`config.mk`:
```
export PLATFORM = sky130hd
export DESIGN_NAME = powerup_ctrl
export DESIGN_NICKNAME = d
export VERILOG_FILES = /design/src/rtl/powerup_ctrl.sv
export SDC_FILE = /design/constraint.sdc
export NUM_CORES = 1
export LEC_CHECK = 0
export BUFFER_PORTS_ARGS = -buffer_cell sky130_fd_sc_hd__buf_2
export CAP_MARGIN = 20
export CORE_MARGIN = 1.5
export CORE_UTILIZATION = 47
export DETAILED_ROUTE_END_ITERATION = 10
export GPL_TIMING_DRIVEN = 0
export HOLD_SLACK_MARGIN = 0.12
export PLACE_DENSITY = 0.86
export SLEW_MARGIN = 20
export SYNTH_ARGS = -nofsm -noshare
export SYNTH_HDL_FRONTEND = slang
export SYNTH_SLANG_ARGS = --single-unit
```
`constraint.sdc`:
```
create_clock -name clk -period 3.4 [get_ports clk]
set_input_delay 0.51 -clock clk [delete_from_list [all_inputs] [get_ports clk]]
set_output_delay 0.51 -clock clk [all_outputs]
set_load 0.01 [all_outputs]
```
`src/rtl/powerup_ctrl.sv`:
```
// powerup_ctrl: schedules power-up spawns, detects puck pickup and applies the timed effect
module powerup_ctrl #(
    parameter int         PU_WIDTH      = 20,
    parameter int         PU_HEIGHT     = 20,
    parameter int         PUCK_SIZE     = 16,
    parameter logic [9:0] SPAWN_DELAY   = 10'd300,
    parameter logic [9:0] LIFETIME      = 10'd900,
    parameter logic [9:0] EFFECT_FRAMES = 10'd600
) (
    input  logic        clk,
    input  logic        reset,
    input  logic        game_on,
    input  logic        frame_tick,
    input  logic [10:0] puck_x,
    input  logic [9:0]  puck_y,
    input  logic [10:0] pu_x,
    input  logic [9:0]  pu_y,
    input  logic [1:0]  pu_mode,
    input  logic        last_hit,
    output logic        spawn,
    output logic        eaten,
    output logic [3:0]  effect_left,
    output logic [3:0]  effect_right,
    output logic [9:0]  frames_left
);
    typedef enum logic [1:0] {COOLDOWN, SPAWN, ARMED, ACTIVE} state_t;

    state_t      state_q, state_d;
    logic [9:0]  cnt_q, cnt_d, frames_q, frames_d;
    logic [1:0]  mode_q, mode_d;
    logic        owner_q, owner_d, first_q, first_d;
    logic        spawn_q, spawn_d, eaten_q, eaten_d;
    logic [3:0]  eff_l_q, eff_l_d, eff_r_q, eff_r_d, eff_d;
    logic [11:0] px, ux;
    logic [10:0] py, uy;
    logic        overlap, hit;

    assign px = {1'b0, puck_x};
    assign ux = {1'b0, pu_x};
    assign py = {1'b0, puck_y};
    assign uy = {1'b0, pu_y};
    assign overlap = (px < ux + 12'(PU_WIDTH)) && (ux < px + 12'(PUCK_SIZE)) &&
                     (py < uy + 11'(PU_HEIGHT)) && (uy < py + 11'(PUCK_SIZE));
    assign hit = frame_tick && !first_q && overlap;

    // next-state, counter and registered-output computation
    always_comb begin
        state_d = state_q;
        cnt_d   = cnt_q;
        mode_d  = mode_q;
        owner_d = owner_q;
        first_d = 1'b0;
        eaten_d = 1'b0;
        if (!game_on) begin
            state_d = COOLDOWN;
            cnt_d   = 10'd0;
            eaten_d = (state_q == ARMED);
        end else begin
            case (state_q)
                COOLDOWN: if (frame_tick) begin
                    state_d = (cnt_q >= SPAWN_DELAY - 10'd1) ? SPAWN : COOLDOWN;
                    cnt_d   = (cnt_q >= SPAWN_DELAY - 10'd1) ? 10'd0 : cnt_q + 10'd1;
                end
                SPAWN: begin
                    state_d = ARMED;
                    cnt_d   = LIFETIME;
                    first_d = 1'b1;
                end
                ARMED: if (hit) begin
                    state_d = ACTIVE;
                    cnt_d   = EFFECT_FRAMES;
                    mode_d  = pu_mode;
                    owner_d = last_hit;
                    eaten_d = 1'b1;
                end else if (frame_tick) begin
                    state_d = (cnt_q <= 10'd1) ? COOLDOWN : ARMED;
                    cnt_d   = (cnt_q <= 10'd1) ? 10'd0 : cnt_q - 10'd1;
                    eaten_d = (cnt_q <= 10'd1);
                end
                default: if (frame_tick) begin
                    state_d = (cnt_q <= 10'd1) ? COOLDOWN : ACTIVE;
                    cnt_d   = (cnt_q <= 10'd1) ? 10'd0 : cnt_q - 10'd1;
                end
            endcase
        end
        spawn_d  = (state_d == SPAWN);
        frames_d = (state_d == ARMED || state_d == ACTIVE) ? cnt_d : 10'd0;
        eff_d    = (state_d == ACTIVE) ? 4'b0001 << mode_d : 4'd0;
        eff_l_d  = owner_d ? 4'd0 : eff_d;
        eff_r_d  = owner_d ? eff_d : 4'd0;
    end

    // state and output registers with synchronous reset
    always_ff @(posedge clk) begin
        if (reset) begin
            state_q  <= COOLDOWN;
            cnt_q    <= 10'd0;
            mode_q   <= 2'd0;
            owner_q  <= 1'b0;
            first_q  <= 1'b0;
            spawn_q  <= 1'b0;
            eaten_q  <= 1'b0;
            eff_l_q  <= 4'd0;
            eff_r_q  <= 4'd0;
            frames_q <= 10'd0;
        end else begin
            state_q  <= state_d;
            cnt_q    <= cnt_d;
            mode_q   <= mode_d;
            owner_q  <= owner_d;
            first_q  <= first_d;
            spawn_q  <= spawn_d;
            eaten_q  <= eaten_d;
            eff_l_q  <= eff_l_d;
            eff_r_q  <= eff_r_d;
            frames_q <= frames_d;
        end
    end

    // spawn is masked by game_on so a rally stop in the spawn cycle cannot leak a request
    assign spawn        = spawn_q && game_on;
    assign eaten        = eaten_q;
    assign effect_left  = eff_l_q;
    assign effect_right = eff_r_q;
    assign frames_left  = frames_q;
endmodule

```
==> impl_metrics.ini <==
[route]
drt-initial-drc-count = 180
drc = 0
vias = 3148
wl_mm = 7.84
drt_pass1_iterations = 5
wl_per_cell_um = 14.7
viasPerCell = 5.92
ant_nets = 0

[clock_network]
cts_tree = built
htreeDepth = 2
cts_hold_buffers = 0
cts.sinks = 36
clkTransAtPathRegs_ns = 0.07
cts_buffer_depth = 2
cts_buffers = 5
cts_setup_buffers = 0
insertion_delay_ns = 0.29
cts_root_buf = clkbuf_8

[grt]
gr-total-overflow = 0
first_global_vias = 3006
grt_pass1_wl_mm = 13.4
grt_antenna_before_repair = 0
grtUsageTotal_pct = 22.7
grt_max_degree = 13

[sta]
rsz0062_at_grt = no
fin_ws_ns = 0.146
final.min_clock_period_ns = 3.25
tightest_slew_ns = 0.664
setup_tns_ns = 0
finalCritPeriodShare_pct = 95.7
setup_viol = 0
fin_skew_ns = 0.00560
fmax_ghz = 0.307
hold_violations = 0
slew_headroom_pct = 55.5
drv_slew = 0
whs_ns = 0.480

[floorplan]
core-area_um2 = 6310
die_h_um = 83.8
rows = 29
io_pins = 69
die_x_um = 83.8
start_util_pct = 48.6
die_area_um2 = 7020

[synthesis]
synth_compound_area_share_pct = 23.9
synthXorXnorAreaFrac_pct = 8.85
synthFlopType = dfxtp_1
syn_area_um2 = 3070
ys_warn_count = 0
synth_cell_types = 53
ys_ff_latch = 36
synth_edf_count = 0
syn-num-nets = 473
synth-simple-area-share_pct = 20.5
synthAdderAreaFrac_pct = 18.4
synthMuxAreaShare_pct = 0
synth_top_family_by_area = compound AO/OA/AOI/OAI gates
synthArstFlopShare_pct = 0
seq_area_frac_synth_pct = 23.5
syn-instance-count = 379
synth_area_per_cell_um2 = 8.09

[worst_setup_path]
worstPathMaxFanout = 9
path_cells = buf_2 > a21oi_1 > nor2_2 > and3_1 > xnor2_1 > ha_1 > a21o_1 > nand2_1 > nand3b_1 > a2bb2oi_1 > o21ai_1 > or3_1 > buf_6 > or4b_4 > o22ai_2
required_ns = 3.63
crit_arrival_ns = 3.48
slowest_stage = or4b_4
critPathKind = in2reg
endpoint_kind = register
max_stage_delay_ns = 0.50
crit_path_start_kind = input port

[finish]
nFillCells = 583
num_antenna_cells = 0
multi_input_area_um2 = 2220
nets = 548
drive_gt1_share_pct = 20.2
layout.cells.non_filler = 532
ff_latch_area_um2 = 721
syn2layout_area_growth_pct = 17.9

[pwr]
powerDensity_nw_per_um2 = 273
ir_drop_v = 0.000168
leakagePower_nw = 1.59
power_w = 0.000989

[place]
port-buffer-count = 68
hpwl_mm = 6.21
dp_cells = 524
pre_cts_ws_ns = -0.364
gp_congestion = 0.949

[worst_hold_path]
hold_path_class = in2reg

[run]
maxCapViolCount = 0

[status]
status = finished clean
-- layout by cell type (no fill, tap or decap), drive strengths merged, types with 18 or more instances in the layout --
cell type | Yosys | final
buf | 1 | 69
inv | 24 | 24
ha | 45 | 45
o21ai | 30 | 30
xor2 | 19 | 19
a21oi | 19 | 19
nor2 | 18 | 18
dfxtp | 36 | 36
clkbuf | 13 | 18
nand2 | 29 | 29
-- where the power goes --
part | internal, W | leakage (nW) | switching (W)
Sequential | 0.000423 | 0.290 | 0.00000164
Clock | 0.000143 | 0.0479 | 0.000157
Combinational | 0.000115 | 1.25 | 0.000150
-- state kept, by name, summed over array words and instances, names as in the netlist --
register      flops
cnt_q            10
frames_left      10
effect_left       4
effect_right      4
mode_q            2
state_q           2
eaten             1
first_q           1
owner_q           1
spawn_q           1
-- cell type report --
class	instances	share of cell area, %
multi-input cells	305	61.4
clock buffers	5	1.90
clock inverters	3	0.519
plain buffers	14	1.66
well taps	77	2.66
inverters	24	2.49
flip-flops and latches	36	19.9
repair buffers	68	9.41
-- metrics by stage --
step | utilization (%) | instance area [um^2]
after floorplan | - | 3070
after global routing | 57.3 | 3620
after global placement | 55.5 | 3500
after detailed placement | 55.5 | 3500
final | 57.3 | 3620
after CTS | 57.0 | 3600
-- final timing paths --
path,from,to,slack (ns),cells past startpoint
hold / removal,reset,owner_q$_SDFF_PP0_,0.48,2
hold reg to reg,owner_q$_SDFF_PP0_,owner_q$_SDFF_PP0_,0.50,2
setup reg to reg,cnt_q[3]$_SDFF_PP0_,frames_left[1]$_SDFF_PP0_,0.65,8
setup / recovery,pu_x[4],effect_left[0]$_SDFF_PP0_,0.15,15
-- timing repair --
item / 4_1_cts / 5_1_grt
cloned: 0 / 0
endpoints found under the setup margin: 3 / 14
resized for setup: 3 / 8
pin swaps: 0 / 1
-- synth_stat cells, drive strengths merged (5+ instances only) --
master	count	share of area [%]
nor2b	10	2.0
ha	45	18
xnor2	12	3.4
o22ai	10	2.2
clkbuf	13	1.6
a221oi	5	1.6
nand3	12	2.0
xor2	19	5.4
nor2	18	2.2
dfxtp	36	23
o21ai	30	4.9
a211oi	6	1.5
nand2b	6	1.2
and3	8	1.6
nor3	11	1.8
a21oi	19	3.1
nand2	29	3.5
inv	24	2.9
nand4	10	2.0
-- cell families after synthesis --
kind of cell | count (synthesis)
DFF | 36
adders and majority gates | 45
xor gates and xnor gates | 31
and+or+nand+nor | 120
buffers and inverters | 38
AOI/OAI and AO/OA | 109
-- worst max-delay path, delay by kind of cell --
family / cells / cell delay, ns
AOI/OAI and AO/OA: 5 / 0.88
adders and majority gates: 1 / 0.30
and+or+nand+nor: 6 / 1.36
xor gates and xnor gates: 1 / 0.12
buffers and inverters: 2 / 0.30
-- metal layers --
| layer | GRT usage, % | part of all wire (%) | up-vias |
|---|---|---|---|
| li1 | - | - | 1563 |
| met3 | 3.46 | 6.4 | 20 |
| met5 | 0 | 0 | - |
| met4 | 6.41 | 1.8 | 0 |
| met1 | 29.6 | 44 | 1446 |
| met2 | 39.1 | 48 | 119 |
Power figures use the tool's default switching activity.
